## config.mk

```make
export PLATFORM = sky130hd
export DESIGN_NAME = lut_neuron_loader_flat
export DESIGN_NICKNAME = d
export VERILOG_FILES = /design/src/rtl/lut_neuron_loader_if.sv /design/src/rtl/lut_neuron_loader.sv /design/src/flat_wrapper.sv
export SDC_FILE = /design/constraint.sdc
export NUM_CORES = 1
export LEC_CHECK = 0
export CORE_MARGIN = 2
export CORE_UTILIZATION = 42
export CTS_BUF_LIST = sky130_fd_sc_hd__clkbuf_4
export CTS_CLUSTER_SIZE = 24
export DETAILED_ROUTE_END_ITERATION = 8
export GPL_ROUTABILITY_DRIVEN = 0
export GPL_TIMING_DRIVEN = 0
export PLACE_DENSITY = 0.6
export SKIP_CTS_REPAIR_TIMING = 1
export SKIP_LAST_GASP = 1
export SYNTH_ARGS = -nofsm -noshare
export SYNTH_HDL_FRONTEND = slang
export SYNTH_SLANG_ARGS = --single-unit
```

## constraint.sdc

```tcl
create_clock -name clk -period 7 [get_ports clk]
set_input_delay 1.4 -clock clk [delete_from_list [all_inputs] [get_ports clk]]
set_output_delay 1.4 -clock clk [all_outputs]
set_load 0.05 [all_outputs]
```

## src/rtl/lut_neuron_loader_if.sv

```systemverilog
// Bus bundle for lut_neuron_loader: configuration stream, evaluation port and readback.
// The readback pair (rb_addr/rb_data) is only meaningful when LUT_READBACK_EN is defined.
interface lut_neuron_loader_if #(
    parameter int unsigned IN_BITS  = 6,
    parameter int unsigned OUT_BITS = 1,
    parameter int unsigned CFG_W    = 8
);
    localparam int unsigned TOTAL = (2 ** IN_BITS) * OUT_BITS;
    localparam int unsigned BEATS = TOTAL / CFG_W;
    localparam int unsigned RB_W  = (BEATS > 1) ? $clog2(BEATS) : 1;

    logic                cfg_start;
    logic                cfg_valid;
    logic                cfg_ready;
    logic [CFG_W-1:0]    cfg_data;
    logic                cfg_done;
    logic                table_ok;
    logic                in_valid;
    logic                in_ready;
    logic [IN_BITS-1:0]  in_data;
    logic                out_valid;
    logic [OUT_BITS-1:0] out_data;
    logic [RB_W-1:0]     rb_addr;
    logic [CFG_W-1:0]    rb_data;

    modport master (
        output cfg_start, cfg_valid, cfg_data, in_valid, in_data, rb_addr,
        input  cfg_ready, cfg_done, table_ok, in_ready, out_valid, out_data, rb_data
    );

    modport slave (
        input  cfg_start, cfg_valid, cfg_data, in_valid, in_data, rb_addr,
        output cfg_ready, cfg_done, table_ok, in_ready, out_valid, out_data, rb_data
    );
endinterface

```

## src/rtl/lut_neuron_loader.sv

```systemverilog
// Runtime-programmable LUT neuron: streams a truth table into a shadow copy,
// commits it atomically on the last beat, and evaluates inputs with 1-cycle latency.
// Optional committed-table readback is enabled by defining LUT_READBACK_EN.
module lut_neuron_loader #(
    parameter int unsigned IN_BITS  = 6,
    parameter int unsigned OUT_BITS = 1,
    parameter int unsigned CFG_W    = 8
) (
    input  logic                   clk,
    input  logic                   rst,
    lut_neuron_loader_if.slave     bus
);
    localparam int unsigned TOTAL = (2 ** IN_BITS) * OUT_BITS;
    localparam int unsigned BEATS = TOTAL / CFG_W;
    localparam int unsigned CNT_W = (BEATS > 1) ? $clog2(BEATS) : 1;

    typedef enum logic [1:0] {EMPTY, LOAD, ARMED} state_t;

    state_t              state_q, state_n;
    logic [CNT_W-1:0]    beat_cnt_q, beat_cnt_n;
    logic [TOTAL-1:0]    shadow_q, shadow_n;
    logic [TOTAL-1:0]    committed_q;
    logic                commit;
    logic                cfg_ready_q;
    logic                cfg_done_q;
    logic                table_ok_q;
    logic                out_valid_q;
    logic [OUT_BITS-1:0] out_data_q;
    logic                eval_fire;

    assign eval_fire = bus.in_valid & table_ok_q;

    // Next-state, beat counter and shadow-table update; a restart beats a coincident beat.
    always_comb begin
        state_n    = state_q;
        beat_cnt_n = beat_cnt_q;
        shadow_n   = shadow_q;
        commit     = 1'b0;
        case (state_q)
            EMPTY: begin
                if (bus.cfg_start) begin
                    state_n    = LOAD;
                    beat_cnt_n = '0;
                end
            end
            LOAD: begin
                if (bus.cfg_start) begin
                    beat_cnt_n = '0;
                end else if (bus.cfg_valid) begin
                    shadow_n[32'(beat_cnt_q) * CFG_W +: CFG_W] = bus.cfg_data;
                    if (beat_cnt_q == CNT_W'(BEATS - 1)) begin
                        commit     = 1'b1;
                        state_n    = ARMED;
                        beat_cnt_n = '0;
                    end else begin
                        beat_cnt_n = beat_cnt_q + CNT_W'(1);
                    end
                end
            end
            ARMED: begin
                if (bus.cfg_start) begin
                    state_n    = LOAD;
                    beat_cnt_n = '0;
                end
            end
            default: begin
                state_n    = EMPTY;
                beat_cnt_n = '0;
            end
        endcase
    end

    // State, tables and configuration-side status flags.
    always_ff @(posedge clk or posedge rst) begin
        if (rst) begin
            state_q     <= EMPTY;
            beat_cnt_q  <= '0;
            shadow_q    <= '0;
            committed_q <= '0;
            cfg_ready_q <= 1'b0;
            cfg_done_q  <= 1'b0;
            table_ok_q  <= 1'b0;
        end else begin
            state_q     <= state_n;
            beat_cnt_q  <= beat_cnt_n;
            shadow_q    <= shadow_n;
            cfg_ready_q <= (state_n == LOAD);
            cfg_done_q  <= commit;
            if (commit) begin
                committed_q <= shadow_n;
                table_ok_q  <= 1'b1;
            end
        end
    end

    // Evaluation pipeline; reads the pre-commit table on a commit edge.
    always_ff @(posedge clk or posedge rst) begin
        if (rst) begin
            out_valid_q <= 1'b0;
            out_data_q  <= '0;
        end else begin
            out_valid_q <= eval_fire;
            if (eval_fire) begin
                out_data_q <= committed_q[32'(bus.in_data) * OUT_BITS +: OUT_BITS];
            end
        end
    end

`ifdef LUT_READBACK_EN
    logic [CFG_W-1:0] rb_data_q;

    // Registered readback of one committed-table word; out-of-range addresses read 0.
    always_ff @(posedge clk or posedge rst) begin
        if (rst) begin
            rb_data_q <= '0;
        end else if (32'(bus.rb_addr) < BEATS) begin
            rb_data_q <= committed_q[32'(bus.rb_addr) * CFG_W +: CFG_W];
        end else begin
            rb_data_q <= '0;
        end
    end

    assign bus.rb_data = rb_data_q;
`else
    logic rb_addr_unused;

    assign rb_addr_unused = ^bus.rb_addr;
    assign bus.rb_data    = '0;
`endif

    assign bus.cfg_ready = cfg_ready_q;
    assign bus.cfg_done  = cfg_done_q;
    assign bus.table_ok  = table_ok_q;
    assign bus.in_ready  = table_ok_q;
    assign bus.out_valid = out_valid_q;
    assign bus.out_data  = out_data_q;
endmodule
```

## src/flat_wrapper.sv

```systemverilog
// flat-port wrapper written by rule: the top's interface ports become plain ports
module lut_neuron_loader_flat 
#(
    parameter int unsigned IN_BITS  = 6,
    parameter int unsigned OUT_BITS = 1,
    parameter int unsigned CFG_W    = 8
)
  (clk, rst, bus_cfg_start, bus_cfg_valid, bus_cfg_data, bus_in_valid, bus_in_data, bus_rb_addr, bus_cfg_ready, bus_cfg_done, bus_table_ok, bus_in_ready, bus_out_valid, bus_out_data, bus_rb_data);
  lut_neuron_loader_if #(.IN_BITS(IN_BITS), .OUT_BITS(OUT_BITS), .CFG_W(CFG_W)) bus_i ();
  input  logic clk;
  input  logic rst;
  input wire logic [$bits(bus_i.cfg_start)-1:0] bus_cfg_start;
  input wire logic [$bits(bus_i.cfg_valid)-1:0] bus_cfg_valid;
  input wire logic [$bits(bus_i.cfg_data)-1:0] bus_cfg_data;
  input wire logic [$bits(bus_i.in_valid)-1:0] bus_in_valid;
  input wire logic [$bits(bus_i.in_data)-1:0] bus_in_data;
  input wire logic [$bits(bus_i.rb_addr)-1:0] bus_rb_addr;
  output wire logic [$bits(bus_i.cfg_ready)-1:0] bus_cfg_ready;
  output wire logic [$bits(bus_i.cfg_done)-1:0] bus_cfg_done;
  output wire logic [$bits(bus_i.table_ok)-1:0] bus_table_ok;
  output wire logic [$bits(bus_i.in_ready)-1:0] bus_in_ready;
  output wire logic [$bits(bus_i.out_valid)-1:0] bus_out_valid;
  output wire logic [$bits(bus_i.out_data)-1:0] bus_out_data;
  output wire logic [$bits(bus_i.rb_data)-1:0] bus_rb_data;
  assign bus_i.cfg_start = bus_cfg_start;
  assign bus_i.cfg_valid = bus_cfg_valid;
  assign bus_i.cfg_data = bus_cfg_data;
  assign bus_i.in_valid = bus_in_valid;
  assign bus_i.in_data = bus_in_data;
  assign bus_i.rb_addr = bus_rb_addr;
  assign bus_cfg_ready = bus_i.cfg_ready;
  assign bus_cfg_done = bus_i.cfg_done;
  assign bus_table_ok = bus_i.table_ok;
  assign bus_in_ready = bus_i.in_ready;
  assign bus_out_valid = bus_i.out_valid;
  assign bus_out_data = bus_i.out_data;
  assign bus_rb_data = bus_i.rb_data;
  lut_neuron_loader #(.IN_BITS(IN_BITS), .OUT_BITS(OUT_BITS), .CFG_W(CFG_W)) u_core (.clk(clk), .rst(rst), .bus(bus_i));
endmodule
```

; ---- Yosys cells after proc, flatten, opt, wreduce, memory -nomap -nowiden
; Cells that the tools add are included.
; Widths: inputs -> output; s select.
[word_totals]
reg_bits = 138
out_inout_bits = 14
inputBits = 22
elab_cells = 42
[classes]
add_sub_neg = 2
bitwise_logic = 1
shifts = 3
eq_ne = 6
n_mux = 18
n_reduce_logical = 3
[ops]
columns = cell, n
row1 = $mux 64, 3
row2 = $bwmux 64, 1
row3 = $shift 8x34->64 const A, 1
row4 = $shiftx 64x7->1, 1
row5 = $shiftx 8x34->64, 1
row6 = $neg 6->34, 1
row7 = $mux 3, 4
row8 = $mux 2, 4
row9 = $pmux 3 s2, 1
row10 = $eq 2x1->1 const B, 2
row11 = $mux 1, 4
row12 = $pmux 2 s2, 1
row13 = $add 3x1->3 const B, 1
row14 = $eq 3x3->1 const B, 1
row15 = $ne 3x3->1 const B, 1
row16 = $eq 2x2->1 const B, 1
row17 = $logic_not 2->1, 1
row18 = $ne 2x1->1 const B, 1
row19 = $reduce_and 2->1, 1
row20 = $reduce_or 2->1, 1
row21 = $and 1x1->1, 1

; ---- Longest topological paths before layout
[depth]
ltp_word = 6
mapped_depth = 9
ltp_nobuf = 7

; ---- Least setup slack after synthesis
; No wires, ideal clock.
[synth_path]
path_kind = in2reg
startpoint = input port bus_in_data[2]
endpoint = register u_core.out_data_q, in the netlist u_core.bus.out_data
slack_ps = 4095
required_time_ps = 6871
path_buffers = 1
cell_stages = 5
t_arrival_ps = 2776
path_cell_list = buf_6 mux4_1 mux4_2 o2111ai_1 a31oi_1
[synth_between]
elab_chain_len = 1
[synth_lines]
columns = item, line
row1 = "start, declared", flat_wrapper.sv:16  ; input wire logic [$bits(bus_i.in_data)-1:0] bus_in_data;
row2 = $shiftx 64x7->1, lut_neuron_loader.sv:104  ; out_data_q <= committed_q[32'(bus.in_data) * OUT_BITS +: OUT_BITS];
row3 = "end signal, assigned", lut_neuron_loader.sv:104
row4 = "end, declared", lut_neuron_loader.sv:28  ; logic [OUT_BITS-1:0] out_data_q;
; No other way between the ends.
; A chain may end at the register's enable or synchronous reset.

; ---- Worst setup path after layout
[layout_path]
startpoint = register u_core.table_ok_q, in the netlist u_core.bus.in_ready
endpoint = output port bus_table_ok
[layout_lines]
columns = item, line
row1 = "start, declared", lut_neuron_loader.sv:26  ; logic table_ok_q;
row2 = "start signal, assigned", lut_neuron_loader.sv:82  ; table_ok_q <= 1'b0;
row3 = "start signal, assigned", lut_neuron_loader.sv:91  ; table_ok_q <= 1'b1;
row4 = "end, declared", flat_wrapper.sv:20  ; output wire logic [$bits(bus_i.table_ok)-1:0] bus_table_ok;
; No word-level cell between the ends.

==> out/metrics.yaml <==
cts:
  clkTransAtPathRegs_ns: 0.10
  clk_latency_ns: 0.54
  cts_tree: "done"
  htreeDepth: 4
  clk_path_buf_depth: 2
  cts_buffers: 17
  cts_sinks: 138
  cts_root_buf: "clkbuf_4"
sta:
  min_period_over_period_pct: 48.30
  final-setup-viol-count: 0
  finClkSkew_ns: 0.01723
  maxSlewViolCount: 0
  fin_ws_ns: 3.619
  rsz0062_at_grt: "no"
  hold_viol_final: 0
  max_freq_mhz: 295.7
  tightest_slew_ns: 1.195
  setup_tns_ns: 0
  fin_crit_ns: 3.381
  timing.slew.headroom_pct: 19.70
synthesis:
  synth.distinct_cells: 43
  netlist_area_mm2: 0.006685
  synth-seq-area-share_pct: 51.66
  postSynth.asyncResetShare_pct: 100.0
  synth_top_flop_cell: "dfrtp_1"
  yosys_warnings: 0
  ys_ff_latch: 138
  syn_area_per_cell_um2: 14.99
  synth-edff-count: 0
  syn-instance-count: 446
worst_setup_path:
  startpoint: "u_core.bus.in_ready"
  cp.depth: 2
  critPathLaunchType: "flop"
  cp_top_family: "buffers and inverters"
  worst_setup_path_end_kind: "output pin"
  worstPathRequired_ns: 5.60
  cp_num_buf_inv: 2
  endpoint: "bus_table_ok"
  cpMaxStageDelayCell: "clkdlybuf4s50_1"
  rr_endpoint: "u_core.committed_q[52]"
  crit_type: "flop to output pin"
  r2r-start: "u_core.beat_cnt_q[0]"
  slowest_delay_ns: 0.79
  cp_max_fo: 4
  rr_worst_depth: 6
  cp.arrival_ns: 1.98
  path_cells: "buf_4 -> clkdlybuf4s50_1"
  r2r_slack_ns: 4.26
power:
  report.power.total_mw: 1.521
  vdd_drop_max_mv: 0.09458
  p_leak_nw: 3.644
  p_per_area_mw_per_mm2: 202.2
global_route:
  antenna_found_initial: 4
  grt_pass1_wl_mm: 23.00
  grt_max_degree: 88
  grt_remaining_overflow: 0
  grt_usage_pct: 18.76
  grt_pass1_vias: 3924
final_layout:
  syn2layout_area_growth_pct: 12.52
  layout.cells.non_filler: 725
  nets: 524
  layout-drive-gt1-share_pct: 37.80
route:
  drt-pass1-iter-count: 5
  wl_per_cell_um: 19.90
  final_antenna_net_count: 0
  route.detailed.drc: 0
  num_vias: 3617
  wl_mm: 14.43
  viasPerCell: 4.989
  drtIter0Drc: 256
placed_design:
  post-place-ws_ns: 3.318
  io_buffer_count: 22
  placed_cells: 692
  dp_hpwl_mm: 9.542
floorplan:
  initial_core_util_pct: 42.55
  die-area_mm2: 0.01694
  core_mm2: 0.01571
  io-pin-count: 36
  rows: 46
  die_x_um: 130.2
  die_h_um: 130.2
job:
  cap_violations: 0
outcome:
  status: "finished, final reports clean"
hold_path:
  hold_class: "flop to flop"
-- cells in the final DEF, fill, tap and decap left out, drive strengths merged, types with 2 or more instances in the layout --
cell type	netlist	final
a31oi	9	9
dfrtp	138	138
clkbuf	1	22
mux4	15	15
buf	26	27
conb	1	8
inv	8	8
nand2b	3	3
or2	8	8
nor3	3	3
a2bb2oi	3	3
o2111ai	2	2
mux2i	6	6
and2	26	26
nor3b	2	2
bufinv	0	3
o21ai	2	2
nor2b	3	3
mux2	113	113
nor2	15	15
nand3	8	8
nand2	30	30
ha	7	7
clkdlybuf4s50	0	22
and3	4	4
a21oi	6	6
clkinv	0	8
-- synthesized netlist by cell type (3+ instances only) --
cell | instances | area share (%)
dfrtp_1 | 138 | 52
mux4_2 | 12 | 4.0
ha_1 | 7 | 1.3
a31oi_1 | 9 | 0.84
mux2_4 | 112 | 25
and2_1 | 25 | 2.3
a21oi_1 | 6 | 0.45
buf_2 | 8 | 0.60
and3_4 | 3 | 0.51
buf_6 | 6 | 1.0
nand3_4 | 3 | 0.79
or2_1 | 8 | 0.75
a2bb2oi_1 | 3 | 0.39
mux2i_1 | 6 | 0.90
nand2b_1 | 3 | 0.28
inv_1 | 6 | 0.34
nor2_1 | 15 | 0.84
mux4_1 | 3 | 1.2
nand2_1 | 30 | 1.7
buf_4 | 10 | 1.1
nor3_1 | 3 | 0.22
nand3_1 | 3 | 0.22
-- worst min-delay path: cells and delay by family (launching register included) --
kind | cells | cell delay (ns)
simple gates | 2 | 0.11
flops | 1 | 0.33
-- final cells by class --
cell class | instances | area, µm²
Antenna cell | 1 | 2.502
Sequential cell | 138 | 3453
Clock buffer | 21 | 157.7
Inverter | 8 | 35.03
Fill cell | 1400 | 8190
Clock inverter | 11 | 127.6
Buffer | 27 | 205.2
Multi-Input combinational cell | 280 | 3023
Tap cell | 216 | 270.3
Timing Repair Buffer | 23 | 247.7
-- worst min-delay path by stage --
stage	startpoint	endpoint	slack, ns	cells after the start
after CTS	u_core.shadow_q[38]	u_core.shadow_q[38]	0.48	2
after global placement	u_core.shadow_q[35]	u_core.shadow_q[35]	0.44	2
final	u_core.shadow_q[36]	u_core.shadow_q[36]	0.47	2
after detailed placement	u_core.shadow_q[38]	u_core.shadow_q[38]	0.45	2
after global routing	u_core.shadow_q[38]	u_core.shadow_q[38]	0.49	2
after floorplan	u_core.shadow_q[36]	u_core.shadow_q[36]	0.43	2
-- per-stage QoR --
step	util, %	area, µm²	hold WS, ns
global placement	45.84	7202	0.4430
floorplan	-	6711	0.4324
detailed placement	46.04	7234	0.4510
CTS	47.86	7520	0.4764
finish	47.87	7522	0.4702
global route	47.87	7522	0.4874
-- power breakdown --
part | switching [mW] | internal (mW) | total [mW]
Clock | 0.278 | 0.257 | 0.535
Sequential | 0.0103 | 0.823 | 0.833
Combinational | 0.0848 | 0.0682 | 0.153
-- cells by family (layout without fill, tap and decap cells) --
group,count (synthesis),count (layout),synth area share (%)
flip-flops,138,138,51.66
multiplexers,134,134,31.44
AND/OR/NAND/NOR,107,107,9.639
buffers and inverters,35,90,3.518
AO/OA/AOI/OAI,24,24,2.377
adder cells (fa/ha/maj),7,7,1.310
other,1,9,0.05609
-- layer usage --
metal	vias to the layer above	wire length [µm]	global-route usage, %	part of all wire, %
met5	-	0	0	0
met4	0	161	5.313	1.1
met3	15	742	4.551	5.1
met2	69	6587	28.80	46
met1	1862	6935	26.66	48
li1	1671	-	-	-
-- flip-flops by register name (all words and copies together), names as in the netlist --
register              flops
u_core.bus.cfg_ready      1
u_core.bus.cfg_done       1
u_core.bus.out_data       1
u_core.state_q            2
u_core.committed_q       64
u_core.bus.out_valid      1
u_core.beat_cnt_q         3
u_core.bus.in_ready       1
u_core.shadow_q          64
Note: power is estimated with default switching activity, not from simulation.
==> RTL edit 1, RTL diff (same settings) <==
`CFG_W` is set to 8 in 3 places; all go to 16.
--- a/src/rtl/lut_neuron_loader_if.sv
+++ b/src/rtl/lut_neuron_loader_if.sv
@@ -4,5 +4,5 @@
     parameter int unsigned IN_BITS  = 6,
     parameter int unsigned OUT_BITS = 1,
-    parameter int unsigned CFG_W    = 8
+    parameter int unsigned CFG_W    = 16
 );
     localparam int unsigned TOTAL = (2 ** IN_BITS) * OUT_BITS;
--- a/src/rtl/lut_neuron_loader.sv
+++ b/src/rtl/lut_neuron_loader.sv
@@ -5,5 +5,5 @@
     parameter int unsigned IN_BITS  = 6,
     parameter int unsigned OUT_BITS = 1,
-    parameter int unsigned CFG_W    = 8
+    parameter int unsigned CFG_W    = 16
 ) (
     input  logic                   clk,
--- a/src/flat_wrapper.sv
+++ b/src/flat_wrapper.sv
@@ -4,5 +4,5 @@
     parameter int unsigned IN_BITS  = 6,
     parameter int unsigned OUT_BITS = 1,
-    parameter int unsigned CFG_W    = 8
+    parameter int unsigned CFG_W    = 16
 )
   (clk, rst, bus_cfg_start, bus_cfg_valid, bus_cfg_data, bus_in_valid, bus_in_data, bus_rb_addr, bus_cfg_ready, bus_cfg_done, bus_table_ok, bus_in_ready, bus_out_valid, bus_out_data, bus_rb_data);
Interface: changed (resized bus_cfg_data, bus_rb_addr and bus_rb_data); port bits go from 36 to 51. The function was not compared with the original's and may differ.
==> RTL edit 1 against the unedited design <==
  * Critical path depth did not move
  * Count of clock-buffer cells in the layout did not move
  * Power rose by 0.38%
  * Worst setup slack improved by 0.16 ns
  * Routed wire length fell by 7.0%
  * Sequential cell count fell by 1
  * Register-to-register slack improved by 0.02 ns
  * Die area fell by 10%
  * Non-clock buffer count rose by 25
  * Combinational power rose by 60%
  * Cell area fell by 9.8%
  * Area after synthesis fell by 11%
  * Hold slack improved by 0.0026 ns
  * Synthesized cell count rose by 5.2%
  * Critical endpoint unchanged
  * Highest routed layer unchanged
==> RTL edit 1: results (changes against the unedited design) <==
Post-DP HPWL: 9410 um (was 9540 um)
CP arrival: 1.82 ns (was 1.98 ns)
dpl cells: 695 (was 692)
fraction of area in multi-input gates: 34.1% (was 40.2%)
placed inst area: 6590 um^2 (was 7230 um^2)
I/O Buffers: 30 (was 22)
Util after Layout: 48.9% (was 47.9%)
sequential cell area share: 50.5% (was 45.9%)
initial DRC count: 187 (was 256)
hold slack: 0.473 ns (was 0.470 ns)
antenna violations before repair: 0 (was 4)
largest net degree at the start of global routing: 76 (was 88)
Pre-antenna DRT Iters: 4 (was 5)
Clock Skew: 0.0207 ns (was 0.0172 ns)
vias: 3814 (was 3617)
Slew HR: 52.7% (was 19.7%)
comb_multi_in: 298 (was 280)
global-route wire length before repair: 21800 um (was 23000 um)
dpl ws: 3.41 ns (was 3.32 ns)
Largest regs: u_core.committed_q: 64 flops, u_core.shadow_q: 64 flops (was u_core.committed_q: 64 flops, u_core.shadow_q: 64 flops, u_core.beat_cnt_q: 3 flops)
Die Wd: 123 um (was 130 um)
Post-Route WL: 13400 um (was 14400 um)
Num Clock Sinks: 137 (was 138)
NonClk Buf Share: 8.89% (was 6.02%)
status: finished, final reports clean (unchanged)
Leak Pwr: 3.30 nW (was 3.64 nW)
Final Net Count: 569 (was 524)
Net Sw Frac: 27.9% (was 24.5%)
layout cells sized above 1: 24.1% (was 37.8%)
top post-synthesis cells by area: dfrtp_1 (57%), mux2_2 (7.3%), mux4_2 (5.7%) (was dfrtp_1 (52%), mux2_4 (25%), mux4_2 (4.0%))
layout filler cell count: 1295 (was 1400)
inverters: 5 (was 8)
vias in the first global route: 3897 (was 3924)
Commonest cells post-synth: dfrtp_1 (137), nand2_1 (70), mux2_2 (39) (was dfrtp_1 (138), mux2_4 (112), nand2_1 (30))
Max Clk Rate: 0.311 GHz (was 0.296 GHz)
-- RTL edit 1: changes by cell type after synthesis, sizes merged, moves of 8 or more --
cell / unedited run / this run
buf: 26 / 37
nand3: 8 / 18
a22o: 0 / 32
nor2: 15 / 24
and2: 26 / 3
nand2: 30 / 72
mux2: 113 / 49
o21ai: 2 / 17
a31oi: 9 / 17
-- RTL edit 1: power by group through the flow --
| stage | Clock [mW] | Combinational (mW) | Sequential, mW |
|---|---|---|---|
| 4_1_cts | 0.417 | 0.248 | 0.880 |
| 5_1_grt | 0.451 | 0.267 | 0.887 |
| 6_report | 0.402 | 0.245 | 0.879 |
| 3_5_place_dp | 0 | 0.248 | 0.895 |
| 3_3_place_gp | 0 | 0.241 | 0.894 |
| 2_1_floorplan | 0 | 0.162 | 0.906 |
-- RTL edit 1: path summary, 6_finish.rpt --
kind | startpoint | to | cells past startpoint
max | u_core.bus.in_ready$_DFFE_PP0P_ | bus_table_ok | 2
min | u_core.shadow_q[62]$_DFF_PP0_ | u_core.shadow_q[62]$_DFF_PP0_ | 2
max reg2reg | u_core.beat_cnt_q[0]$_DFFE_PP0P_ | u_core.committed_q[31]$_DFFE_PP0P_ | 8
min reg2reg | u_core.shadow_q[62]$_DFF_PP0_ | u_core.shadow_q[62]$_DFF_PP0_ | 2
max in group asynchronous | rst | u_core.shadow_q[9]$_DFF_PP0_ | 3
min in group asynchronous | rst | u_core.committed_q[32]$_DFFE_PP0P_ | 2
-- RTL edit 1: metal layers --
metal	global-route usage, %	part of all wire, %
met5	0	0
met4	6.04	1.0
met3	4.98	4.3
met2	30.5	48
met1	27.2	47
-- RTL edit 1: kinds of logic after synthesis --
logic type	share of synthesized area [%]
flops	57.3
simple gates	10.1
compound gates	10.4
mux	15.9
buf+inv	4.92
fa+ha+maj	1.26
other cells	0.0627
==> RTL edit 2, RTL diff (same flow settings) <==
Made on the original files. The 3 states of `state_t` get a one-hot encoding in 3 bits.
--- a/src/rtl/lut_neuron_loader.sv
+++ b/src/rtl/lut_neuron_loader.sv
@@ -15,5 +15,5 @@
     localparam int unsigned CNT_W = (BEATS > 1) ? $clog2(BEATS) : 1;
 
-    typedef enum logic [1:0] {EMPTY, LOAD, ARMED} state_t;
+    typedef enum logic [2:0] {EMPTY = 3'b001, LOAD = 3'b010, ARMED = 3'b100} state_t;
 
     state_t              state_q, state_n;
Behaviour: no difference found for any inputs over 10 cycles, from zero or initial values and one cycle with rst high; not proved beyond that.
==> RTL edit 2 against the unedited design <==
  * Critical endpoint is now u_core.committed_q[37]$_DFFE_PP0P_
  * Sequential power up 1%
  * Hold slack better by 0.0063 ns
  * Clock skew down 0.0048 ns
  * First-iteration DRC count up 36%
  * Cell area down 6.0%
  * Sequential share of layout area up 3.3 points
  * Worst setup slack worse by 0.29 ns
  * Critical path depth up 5
  * Power up 6.7%
  * Global-route usage up 2.9 points
  * Area after synthesis down 6.6%
  * Routed wire length up 12%
  * Sequential cell count up 1
==> RTL edit 2: results (changes against the unedited design) <==
global-route wire length before repair: 26100 um (was 23000 um)
Largest regs: u_core.committed_q: 64 flops, u_core.shadow_q: 64 flops (was u_core.committed_q: 64 flops, u_core.shadow_q: 64 flops, u_core.beat_cnt_q: 3 flops)
clock latency on the worst-skew pair: 0.57 ns (was 0.54 ns)
hold slack: 0.476 ns (was 0.470 ns)
H-tree depth: 4 (unchanged)
Final Net Count: 684 (was 524)
Slew HR: 24.0% (was 19.7%)
antenna violations before repair: 0 (was 4)
compound-gate portion of the synthesized area: 7.31% (was 2.38%)
vias: 4750 (was 3617)
Via-to-Cell Ratio: 5.58 (was 4.99)
P_seq: 0.842 mW (was 0.833 mW)
cell internal pwr: 1.19 mW (was 1.15 mW)
Pre-antenna DRT Iters: 5 (unchanged)
peak supply drop: 136 uV (was 94.6 uV)
Mapped Cells: 606 (was 446)
Clock Skew: 0.0124 ns (was 0.0172 ns)
CTS Buffer Depth: 2 (unchanged)
met1 wire length: 7150 um (was 6940 um)
multiplexer area fraction after synthesis: 9.78% (was 31.4%)
dpl ws: 2.73 ns (was 3.32 ns)
vias in the first global route: 4757 (was 3924)
WL met2: 7680 um (was 6590 um)
met3 Resource Use GR: 4.67% (was 4.55%)
Post-Route WL: 16200 um (was 14400 um)
CP peak stage delay: 0.64 ns (was 0.79 ns)
GR Layer Usage met1: 29.5% (was 26.7%)
Ant. Diodes: 0 (was 1)
sequential fraction of the synthesis area: 55.7% (was 51.7%)
Commonest cells post-synth: dfrtp_1 (138), nand2_1 (126), nor2_1 (65) (was dfrtp_1 (138), mux2_4 (112), nand2_1 (30))
CTS Buf Count: 17 (unchanged)
Clk pwr share: 36.1% (was 35.2%)
area share of xor/xnor cells in the synthesized design: 0% (unchanged)
CP arrival: 4.09 ns (was 1.98 ns)
Post-Synth Adder-Cell Area: 1.40% (was 1.31%)
HP Class: flip-flop to flip-flop (unchanged)
setup slack, reg-to-reg: 3.90 ns (was 4.26 ns)
layout cells sized above 1: 13.3% (was 37.8%)
root buffer cell: clkbuf_4 (unchanged)
Total Routing Usage GR: 21.6% (was 18.8%)
Synth cell types: 40 (was 43)
status: finished, final reports clean (unchanged)
Crit Path Max Fanout: 10 (was 4)
Met3 Wirelength: 1030 um (was 742 um)
placed inst area: 6760 um^2 (was 7230 um^2)
leading area contributor after synthesis: dfrtp_1 (unchanged)
Leak Pwr: 3.45 nW (was 3.64 nW)
initial DRC count: 348 (was 256)
Post-DP HPWL: 11300 um (was 9540 um)
dpl cells: 820 (was 692)
Final WS setup: 3.33 ns (was 3.62 ns)
CP max stage cell: buf_1 (was clkdlybuf4s50_1)
top post-synthesis cells by area: dfrtp_1 (55%), nand2_1 (7.6%), a31oi_1 (5.7%) (was dfrtp_1 (52%), mux2_4 (25%), mux4_2 (4.0%))
FFs w/ async S/R, synth: 100% (unchanged)
largest net degree at the start of global routing: 103 (was 88)
Clk. pwr: 0.586 mW (was 0.535 mW)
Reg clk slew, reported paths: 0.12 ns (was 0.10 ns)
met2 Use GR: 34.4% (was 28.8%)
-- RTL edit 2: cell count changes in the layout (fill, tap and decap cells not counted), moves of 4 or more --
cell,delta
a31oi_1,+48
buf_1,+6
buf_6,-4
clkbuf_1,+18
clkinv_1,-5
clkinvlp_4,+4
mux2_2,+17
mux2_4,-112
nand2_1,+96
nand3_1,+46
nand4_1,+10
nor2_1,+50
or2_1,-8
-- RTL edit 2: kinds of logic after synthesis --
kind of cell               count (synthesis)
AOI/OAI and AO/OA                         71
adders and majority gates                  7
buffers and inverters                     50
DFF                                      139
muxes                                     40
other                                      1
and+or+nand+nor                          298
-- RTL edit 2: final cells by class --
cell class | count | area [um^2]
Buffer | 43 | 218
Clock buffer | 19 | 143
Clock inverter | 13 | 175
Fill cell | 1398 | 7460
Inverter | 7 | 31.3
Multi-Input combinational cell | 424 | 2550
Sequential cell | 139 | 3480
Tap cell | 184 | 230
Timing Repair Buffer | 23 | 248
-- RTL edit 2: worst paths after layout --
path | endpoint | startpoint | depth (start not counted)
worst max-delay path | u_core.committed_q[37]$_DFFE_PP0P_ | bus_cfg_start | 7
worst min-delay path | u_core.shadow_q[34]$_DFF_PP0_ | u_core.shadow_q[34]$_DFF_PP0_ | 2
worst max register to register | u_core.committed_q[37]$_DFFE_PP0P_ | u_core.beat_cnt_q[0]$_DFFE_PP0P_ | 7
worst min register to register | u_core.shadow_q[34]$_DFF_PP0_ | u_core.shadow_q[34]$_DFF_PP0_ | 2
max in group asynchronous | u_core.shadow_q[52]$_DFF_PP0_ | rst | 3
min in group asynchronous | u_core.shadow_q[27]$_DFF_PP0_ | rst | 2
-- RTL edit 2: worst min-delay path, cell delays in order, from the launching register on --
cell and delay (ns):
dfrtp_1 0.34, nand2_1 0.06, nand2_1 0.05
